[config.mk]
export PLATFORM = sky130hd
export DESIGN_NAME = uart_tx_sched
export DESIGN_NICKNAME = d
export VERILOG_FILES = /design/src/rtl/uart_tx_sched.sv
export SDC_FILE = /design/constraint.sdc
export NUM_CORES = 1
export LEC_CHECK = 0
export ABC_AREA = 1
export BUFFER_PORTS_ARGS = -buffer_cell sky130_fd_sc_hd__clkbuf_2
export CORE_UTILIZATION = 40
export CTS_BUF_LIST = sky130_fd_sc_hd__clkbuf_2
export DETAILED_ROUTE_END_ITERATION = 8
export GPL_TIMING_DRIVEN = 0
export PLACE_DENSITY = 0.68
export SLEW_MARGIN = 20
export SYNTH_ARGS = -nofsm -noshare
export SYNTH_HDL_FRONTEND = slang
export SYNTH_SLANG_ARGS = --single-unit
[constraint.sdc]
create_clock -name clk -period 2.3 [get_ports clk]
set_input_delay 0.46 -clock clk [delete_from_list [all_inputs] [get_ports clk]]
set_output_delay 0.46 -clock clk [all_outputs]
set_load 0.01 [all_outputs]
[src/rtl/uart_tx_sched.sv]
// uart_tx_sched: queues J1 I/O writes to the UART TX address and
// drains them to buart one byte at a time, pacing on uart_busy.
module uart_tx_sched #(
   parameter int unsigned DEPTH_LOG2   = 4,
   parameter logic [15:0] TX_ADDR      = 16'h0000,
   parameter logic [15:0] CLR_ADDR     = 16'h0002,
   parameter int unsigned RISE_TIMEOUT = 4
) (
   input  logic                  clk,
   input  logic                  reset,
   input  logic                  io_wr,
   input  logic [15:0]           io_addr,
   input  logic [15:0]           io_dout,
   input  logic                  uart_busy,
   output logic                  uart_wr,
   output logic [7:0]            uart_tx_data,
   output logic [DEPTH_LOG2:0]   fifo_count,
   output logic                  fifo_empty,
   output logic                  fifo_full,
   output logic                  overflow
);

   localparam int unsigned DEPTH = 1 << DEPTH_LOG2;
   localparam logic [DEPTH_LOG2:0] C_FULL = DEPTH[DEPTH_LOG2:0];
   localparam logic [DEPTH_LOG2:0] C_CNT_ONE = {{DEPTH_LOG2{1'b0}}, 1'b1};
   localparam logic [DEPTH_LOG2-1:0] C_PTR_ONE =
      {{(DEPTH_LOG2-1){1'b0}}, 1'b1};
   localparam logic [3:0] C_TMO = 4'(RISE_TIMEOUT - 1);

   typedef enum logic [1:0] {
      S_IDLE,
      S_ISSUE,
      S_WAIT_RISE,
      S_WAIT_FALL
   } state_t;

   state_t                r_state;
   state_t                w_state_nxt;
   logic [3:0]            r_timer;
   logic [3:0]            w_timer_nxt;
   logic                  r_wr;
   logic                  w_wr_nxt;
   logic                  w_load;
   logic [7:0]            r_tx_data;
   logic [7:0]            r_mem [DEPTH];
   logic [DEPTH_LOG2-1:0] r_wr_ptr;
   logic [DEPTH_LOG2-1:0] r_rd_ptr;
   logic [DEPTH_LOG2:0]   r_count;
   logic [DEPTH_LOG2:0]   w_count_nxt;
   logic                  r_empty;
   logic                  r_full;
   logic                  r_ovf;
   logic                  w_push_req;
   logic                  w_clr;
   logic                  w_pop;
   logic                  w_push;
   logic                  w_drop;
   logic                  w_unused;

   // High byte of the write data is not part of the TX path.
   assign w_unused   = ^io_dout[15:8];

   assign w_push_req = io_wr && (io_addr == TX_ADDR);
   assign w_clr      = io_wr && (io_addr == CLR_ADDR);
   // ISSUE is only entered with a non-empty queue, so the pop is always legal.
   assign w_pop      = (r_state == S_ISSUE);
   // A pop in the same edge frees the slot a full-FIFO push needs.
   assign w_push     = w_push_req && (!r_full || w_pop);
   assign w_drop     = w_push_req && r_full && !w_pop;

   // Next occupancy from the push/pop pair of this edge.
   always_comb begin
      w_count_nxt = r_count;
      unique case ({w_push, w_pop})
         2'b10:   w_count_nxt = r_count + C_CNT_ONE;
         2'b01:   w_count_nxt = r_count - C_CNT_ONE;
         default: w_count_nxt = r_count;
      endcase
   end

   // FIFO storage; contents need no reset since reads are gated by count.
   always_ff @(posedge clk) begin
      if (w_push) begin
         r_mem[r_wr_ptr] <= io_dout[7:0];
      end
   end

   // Pointers, count, registered flags and sticky overflow.
   always_ff @(posedge clk or posedge reset) begin
      if (reset) begin
         r_wr_ptr <= '0;
         r_rd_ptr <= '0;
         r_count  <= '0;
         r_empty  <= 1'b1;
         r_full   <= 1'b0;
         r_ovf    <= 1'b0;
      end else begin
         if (w_push) begin
            r_wr_ptr <= r_wr_ptr + C_PTR_ONE;
         end
         if (w_pop) begin
            r_rd_ptr <= r_rd_ptr + C_PTR_ONE;
         end
         r_count <= w_count_nxt;
         r_empty <= (w_count_nxt == '0);
         r_full  <= (w_count_nxt == C_FULL);
         if (w_drop) begin
            r_ovf <= 1'b1;
         end else if (w_clr) begin
            r_ovf <= 1'b0;
         end
      end
   end

   // Drain FSM: issue one byte, then wait for buart busy to rise and fall.
   always_comb begin
      w_state_nxt = r_state;
      w_timer_nxt = r_timer;
      w_wr_nxt    = 1'b0;
      w_load      = 1'b0;
      unique case (r_state)
         S_IDLE: begin
            if (!r_empty && !uart_busy) begin
               w_state_nxt = S_ISSUE;
               w_wr_nxt    = 1'b1;
               w_load      = 1'b1;
            end
         end
         S_ISSUE: begin
            w_state_nxt = S_WAIT_RISE;
            w_timer_nxt = '0;
         end
         S_WAIT_RISE: begin
            if (uart_busy) begin
               w_state_nxt = S_WAIT_FALL;
            end else if (r_timer == C_TMO) begin
               w_state_nxt = S_IDLE;
            end else begin
               w_timer_nxt = r_timer + 4'd1;
            end
         end
         S_WAIT_FALL: begin
            if (!uart_busy) begin
               w_state_nxt = S_IDLE;
            end
         end
         default: begin
            w_state_nxt = S_IDLE;
         end
      endcase
   end

   // FSM state, rise timer, strobe and latched transmit byte.
   always_ff @(posedge clk or posedge reset) begin
      if (reset) begin
         r_state   <= S_IDLE;
         r_timer   <= '0;
         r_wr      <= 1'b0;
         r_tx_data <= 8'h00;
      end else begin
         r_state <= w_state_nxt;
         r_timer <= w_timer_nxt;
         r_wr    <= w_wr_nxt;
         if (w_load) begin
            r_tx_data <= r_mem[r_rd_ptr];
         end
      end
   end

   assign uart_wr      = r_wr;
   assign uart_tx_data = r_tx_data;
   assign fifo_count   = r_count;
   assign fifo_empty   = r_empty;
   assign fifo_full    = r_full;
   assign overflow     = r_ovf;

endmodule

==> flow_summary.json, run 1 <==
{
  "grt_max_degree": 32,
  "arrival_ps": 2900,
  "slew_viol_final": 0,
  "synth_top_family_by_area": "simple AND/OR/NAND/NOR gates",
  "gr-usage-all-layers": 0.181,
  "yosys_warnings": 0,
  "yosys-top-cells-area": "edfxtp_1 56%, dfrtp_1 11%, nor2_1 7.8%",
  "cts_root_buffer": "clkbuf_2",
  "worstPathMaxFanout": 5,
  "worst_slack_ps": 89.7,
  "use_met1": 0.241,
  "drtIter0Drc": 424,
  "required_ps": 2990,
  "hold-path-cell-count": 6,
  "finalCritPeriodShare": 0.961,
  "dp_hpwl_um": 10300,
  "rsz0062_at_grt": "no",
  "setup_viol": 0,
  "instances_no_fill": 937,
  "endpoint_kind": "flop",
  "antenna_left": 0,
  "power_density_nw_per_um2": 1050,
  "gr-usage-met3": 0.0400,
  "yosysTopAreaCellShare": 0.558,
  "reg2regPathDepth": 13,
  "drive_gt1_frac": 0.176,
  "ys.flop_type": "edfxtp_1",
  "antenna_found_initial": 1,
  "synth-edff-count": 128,
  "clock_skew_ps": 26.8,
  "place_inst": 894,
  "yosysUniqueCellTypes": 36,
  "syn_inst": 630,
  "yosysMostFrequentCell": "nor2_1",
  "htree_num_levels": 4,
  "dieArea_sq_um": 17800,
  "cts_tree": "yes",
  "clk_latency_ps": 730,
  "grt_pass1_wl_um": 23800,
  "clk_pin_slew_worst_paths_ps": 240,
  "max-cap-violations": 0,
  "async_reset_ff_frac": 0.195,
  "io_buffers": 44,
  "grt_overflow": 0,
  "met2_usage": 0.288,
  "vias": 4734,
  "worst_pin_slew_ps": 762,
  "total_power_mw": 8.18,
  "io-pin-count": 53,
  "start_util": 0.413,
  "first_global_vias": 4396,
  "yosysTopAreaCell": "edfxtp_1",
  "cp-start-kind": "primary input",
  "peakVddDrop_mv": 0.511,
  "wl_per_cell_um": 16.3,
  "slew_headroom": 0.490,
  "syn_area_sq_um": 6890,
  "syn-num-nets": 675,
  "drc_errors": 0,
  "clock-sinks": 159,
  "nNetsFinal": 748,
  "post-route-min-period_ps": 2210,
  "synth_compound_area_frac": 0.0653,
  "viasPerCell": 5.05,
  "synthMuxAreaShare": 0,
  "synth-xor-area-share": 0.00889,
  "drt_wl_total_um": 15300,
  "die_x_um": 133,
  "syn_avg_cell_area_sq_um": 10.9,
  "synth_fa_ha_area_frac": 0.0163,
  "clock_path_buffers": 2,
  "dp_worst_setup_slack_ps": -360,
  "fp.coreArea_sq_um": 16700,
  "status": "completed",
  "place_area_sq_um": 7410,
  "gp_congestion": 0.844,
  "timing.fmax_mhz": 452,
  "numCtsBuffers": 17,
  "yosys.area_share.simple": 0.198,
  "row_count": 47,
  "yosysSeqAreaShare": 0.670,
  "synthTopCellsByCount": "143 x nor2_1, 128 x edfxtp_1, 76 x nand2_1",
  "fp.dieH_um": 133,
  "final_hold_viol_count": 0,
  "grt_most_used_layer": "met2",
  "ys_seq_elements": 159,
  "first_pass_iters": 5,
  "leakage_nw": 2.96,
  "hold_path_class": "in -> reg",
  "final_area_sq_um": 7760,
  "worstSetupPathType": "in -> reg",
  "area_growth_pct": 12.6
}
## per-layer routing
metal	routed length (um)	vias up
li1	-	2308
met1	6660	2221
met2	7260	169
met3	924	36
met4	476	0
met5	0	-
## final timing paths
kind	from	end	slack (ps)
worst max register to register	r_state[1]	fifo_full	130
worst min-delay path	io_addr[13]	r_wr_ptr[3]	100
max in group asynchronous	reset	r_timer[2]	1510
worst max-delay path	io_wr	fifo_full	90
min in group asynchronous	reset	fifo_count[1]	330
worst min register to register	uart_tx_data[2]	uart_tx_data[2]	500
## power by group
part	leakage, nW	internal (mW)	switching (mW)
sequential	1.54	3.31	0.154
clock	0.129	0.406	1.02
combinational	1.29	1.12	2.17
total	2.96	4.83	3.35
## area by class of cell
cell class | instances | area, sq um
timing repair buffer | 54 | 305
antenna | 1 | 2.50
inverter | 40 | 155
fill | 1538 | 8940
multi-input combinational | 407 | 2050
buffer | 24 | 130
sequential | 159 | 4620
clock inverter | 15 | 138
tap | 220 | 275
clock buffer | 17 | 85.1
## critical path: stages
cell           delay, ps
dlygate4sd3_1        530
clkbuf_2             110
nand4_1              140
nor3_4               260
nand3_4              120
buf_4                150
ha_2                 360
inv_2                 80
nand2_1               70
nand2_1               60
or2_0                200
nor2_1               100
nand3_1              100
nor2_1               140
## state kept, by name, summed over array words and instances (netlist names)
| register | cells |
|---|---|
| r_mem | 128 |
| uart_tx_data | 8 |
| fifo_count | 5 |
| r_rd_ptr | 4 |
| r_timer | 4 |
| r_wr_ptr | 4 |
| r_state | 2 |
| fifo_empty | 1 |
| fifo_full | 1 |
| overflow | 1 |
| uart_wr | 1 |
## what timing repair did
item / CTS / global route
hold buffers: 4 / 0
endpoints found under the setup margin: 25 / 2
endpoints found under the hold margin: 33 / 0
pin swaps: 2 / 7
setup buffers: 4 / 2
resized for setup: 1 / 9
## cells in the final DEF, fill, tap and decap left out, types with 2 or more instances in the layout
master,n
nor2_2,4
nand3_1,57
o21ai_0,57
nor3_1,3
inv_6,4
nor2_1,140
o211ai_1,8
clkinv_1,5
edfxtp_1,128
ha_1,6
nor3_4,2
buf_4,8
clkbuf_1,10
dfrtp_1,30
inv_2,6
xor2_1,6
ha_4,2
nand3_4,2
nand2_1,74
nand2_4,3
buf_2,8
clkinv_4,4
nand4_1,6
inv_1,30
clkinvlp_4,3
or2_1,2
buf_6,3
nand2_2,3
dlygate4sd3_1,4
nor2_4,5
clkbuf_2,61
o21ai_1,17
## stage by stage
stage                      util  hold slack [ps]  TNS (ps)
final                     0.465              103         0
after global routing      0.465              114         0
after CTS                 0.461             70.9         0
after detailed placement  0.444              464     -9050
after global placement    0.444              466     -8100
after floorplan               -              503     -24.8
## logic make-up (layout without fill, tap and decap cells)
logic type	after synthesis	count (layout)
adder cells (fa/ha/maj)	9	9
AND/OR/NAND/NOR	306	306
XOR/XNOR	7	7
flip-flops	159	159
other	0	1
buffers and inverters	64	150
AO/OA/AOI/OAI	85	85
(Power assumes the default switching activity.)
==> inputs of run 2 (changes only) <==
Settings changed: BUFFER_PORTS_ARGS -buffer_cell sky130_fd_sc_hd__clkbuf_2 to default, DONT_BUFFER_PORTS from default to 1, PLACE_DENSITY 0.68 to 0.65.
==> run 2 against run 1 <==
Compared with the run above: utilization fell by 0.49 points; cell count fell by 3.2%; first-iteration DRC count fell by 15%; total power fell by 0.25%; worst setup slack got worse by 30 ps; final area fell by 1.1%; count of clock-buffer cells in the layout did not move; register-to-register slack got worse by 70 ps; wire length rose by 6.4%; critical endpoint is now fifo_empty.
==> flow_summary.json, run 2 (synthesis results as in run 1) <==
{
  "max-cap-violations": 0,
  "grt_max_degree": 32,
  "drc_errors": 0,
  "peakVddDrop_mv": 0.427,
  "cts_tree": "yes",
  "largest_register_ffs": 128,
  "fp.dieH_um": 133,
  "power_density_nw_per_um2": 1060,
  "mostFrequentLayoutCell": "nor2_1",
  "hold_path_class": "in -> reg",
  "endpoint_kind": "flop",
  "start_util": 0.413,
  "crit_path_top_delay_cell": "dfrtp_1",
  "leakage_nw": 2.84,
  "clock-sinks": 159,
  "final_area_sq_um": 7680,
  "instances_no_fill": 907,
  "p_int_mw": 4.71,
  "drive_gt1_frac": 0.136,
  "fp.coreArea_sq_um": 16700,
  "htree_num_levels": 4,
  "p_sw_mw": 3.44,
  "antenna_left": 0,
  "nNetsFinal": 718,
  "dp_worst_setup_slack_ps": -265,
  "worstPathMaxFanout": 4,
  "cts_root_buffer": "clkbuf_2",
  "place_area_sq_um": 7190,
  "grt_pass1_wl_um": 25300,
  "place_inst": 850,
  "cp-start-kind": "flop",
  "final_cell_mix": "138 x nor2_1, 128 x edfxtp_1, 73 x nand2_1",
  "worst_pin_slew_ps": 885,
  "switching_share": 0.422,
  "slew_viol_final": 0,
  "gp_congestion": 0.898,
  "largest_register": "r_mem",
  "seqPwrFrac": 0.436,
  "clk_latency_ps": 760,
  "final_hold_viol_count": 0,
  "vias": 4786,
  "wl_per_cell_um": 18.0,
  "total_power_mw": 8.16,
  "numCtsBuffers": 17,
  "row_count": 47,
  "setup_viol": 0,
  "finalCritPeriodShare": 0.974,
  "path_cells": "nor2_4 -> nor2_4 -> nor2_4 -> nand3_4 -> ha_4 -> nand2_2 -> inv_2 -> nor2_4 -> ha_4 -> nand2_1 -> nand2_1 -> or2_0 -> nor2_1 -> nand3_1 -> nor2_1",
  "die_x_um": 133,
  "post-route-min-period_ps": 2240,
  "timing.fmax_mhz": 446,
  "arrival_ps": 2930,
  "clock_skew_ps": 30.0,
  "clkPwrFrac": 0.169,
  "final_util": 0.460,
  "fin_setup_tns_ps": 0,
  "p_comb_frac": 0.394,
  "antenna_found_initial": 1,
  "clock_path_buffers": 2,
  "slowest_delay_ps": 490,
  "drtIter0Drc": 361,
  "first_pass_iters": 6,
  "io_buffers": 0,
  "worstSetupPathType": "reg -> reg",
  "viasPerCell": 5.28,
  "whs_ps": 71.1,
  "required_ps": 2990,
  "grt_overflow": 0,
  "io-pin-count": 53,
  "status": "completed",
  "clk_pin_slew_worst_paths_ps": 210,
  "rsz0062_at_grt": "yes",
  "dp_hpwl_um": 10900,
  "area_growth_pct": 11.4,
  "gr-usage-all-layers": 0.191,
  "drt_wl_total_um": 16300,
  "slew_headroom": 0.408,
  "worst_slack_ps": 60.1,
  "cp_common_cell": "nor2_4",
  "dieArea_sq_um": 17800,
  "first_global_vias": 4786
}
run 2: changes by cell type in the layout (fill, tap and decap cells not counted), sizes merged:
cell / before / now
clkbuf: 71 / 27
buf: 20 / 24
clkinv: 10 / 6
bufinv: 1 / 0
dlygate4sd3: 4 / 14
inv: 41 / 45
clkinvlp: 3 / 4
run 2: worst max-delay path, delay by kind of cell (launching register included):
kind,cells,cell delay (ps)
and+or+nand+nor,12,1230
adders and majority gates,2,420
buffers and inverters,1,60
DFF,1,490
run 2: cell type report:
type | instances | area, sq um
diodes | 1 | 2.50
plain buffers | 24 | 130
clock buffers | 17 | 85.1
clock inverters | 15 | 125
fillers | 1561 | 9020
inverters | 40 | 155
multi-input cells | 407 | 2060
flip-flops and latches | 159 | 4620
well taps | 220 | 275
repair buffers | 24 | 228
run 2: path summary, 6_finish.rpt:
check                                 start  slack [ps]             to  cells after the start
min in group asynchronous             reset         230  fifo_count[3]                      2
worst min register to register  r_wr_ptr[2]         580    r_wr_ptr[2]                      2
worst max-delay path             r_state[1]          60     fifo_empty                     15
worst max register to register   r_state[1]          60     fifo_empty                     15
worst min-delay path              uart_busy          70     r_state[1]                      4
max in group asynchronous             reset        1620     r_timer[2]                      2
run 2: power groups by stage:
stage          combinational (mW)  clock [mW]  sequential, mW
4_1_cts                      3.04        1.40            3.55
6_report                     3.22        1.38            3.56
3_3_place_gp                 2.80           0            3.60
5_1_grt                      3.57        1.51            3.58
2_1_floorplan                2.09           0            3.56
3_5_place_dp                 2.91           0            3.61
run 2: timing repair:
item | 4_1_cts | 5_1_grt
endpoints found under the setup margin | 74 | 11
resized for setup | 1 | 15
hold buffers | 13 | 1
endpoints found under the hold margin | 163 | 1
setup buffers | 6 | 4
pin swaps | 2 | 9
cloned | 0 | 0
run 2: routing by layer:
metal	share of wire	routed length (um)	vias up	global-route usage
li1	-	-	2250	-
met1	0.41	6630	2302	0.233
met2	0.50	8190	195	0.326
met3	0.059	961	39	0.0430
met4	0.032	521	0	0.0783
met5	0	0	-	0
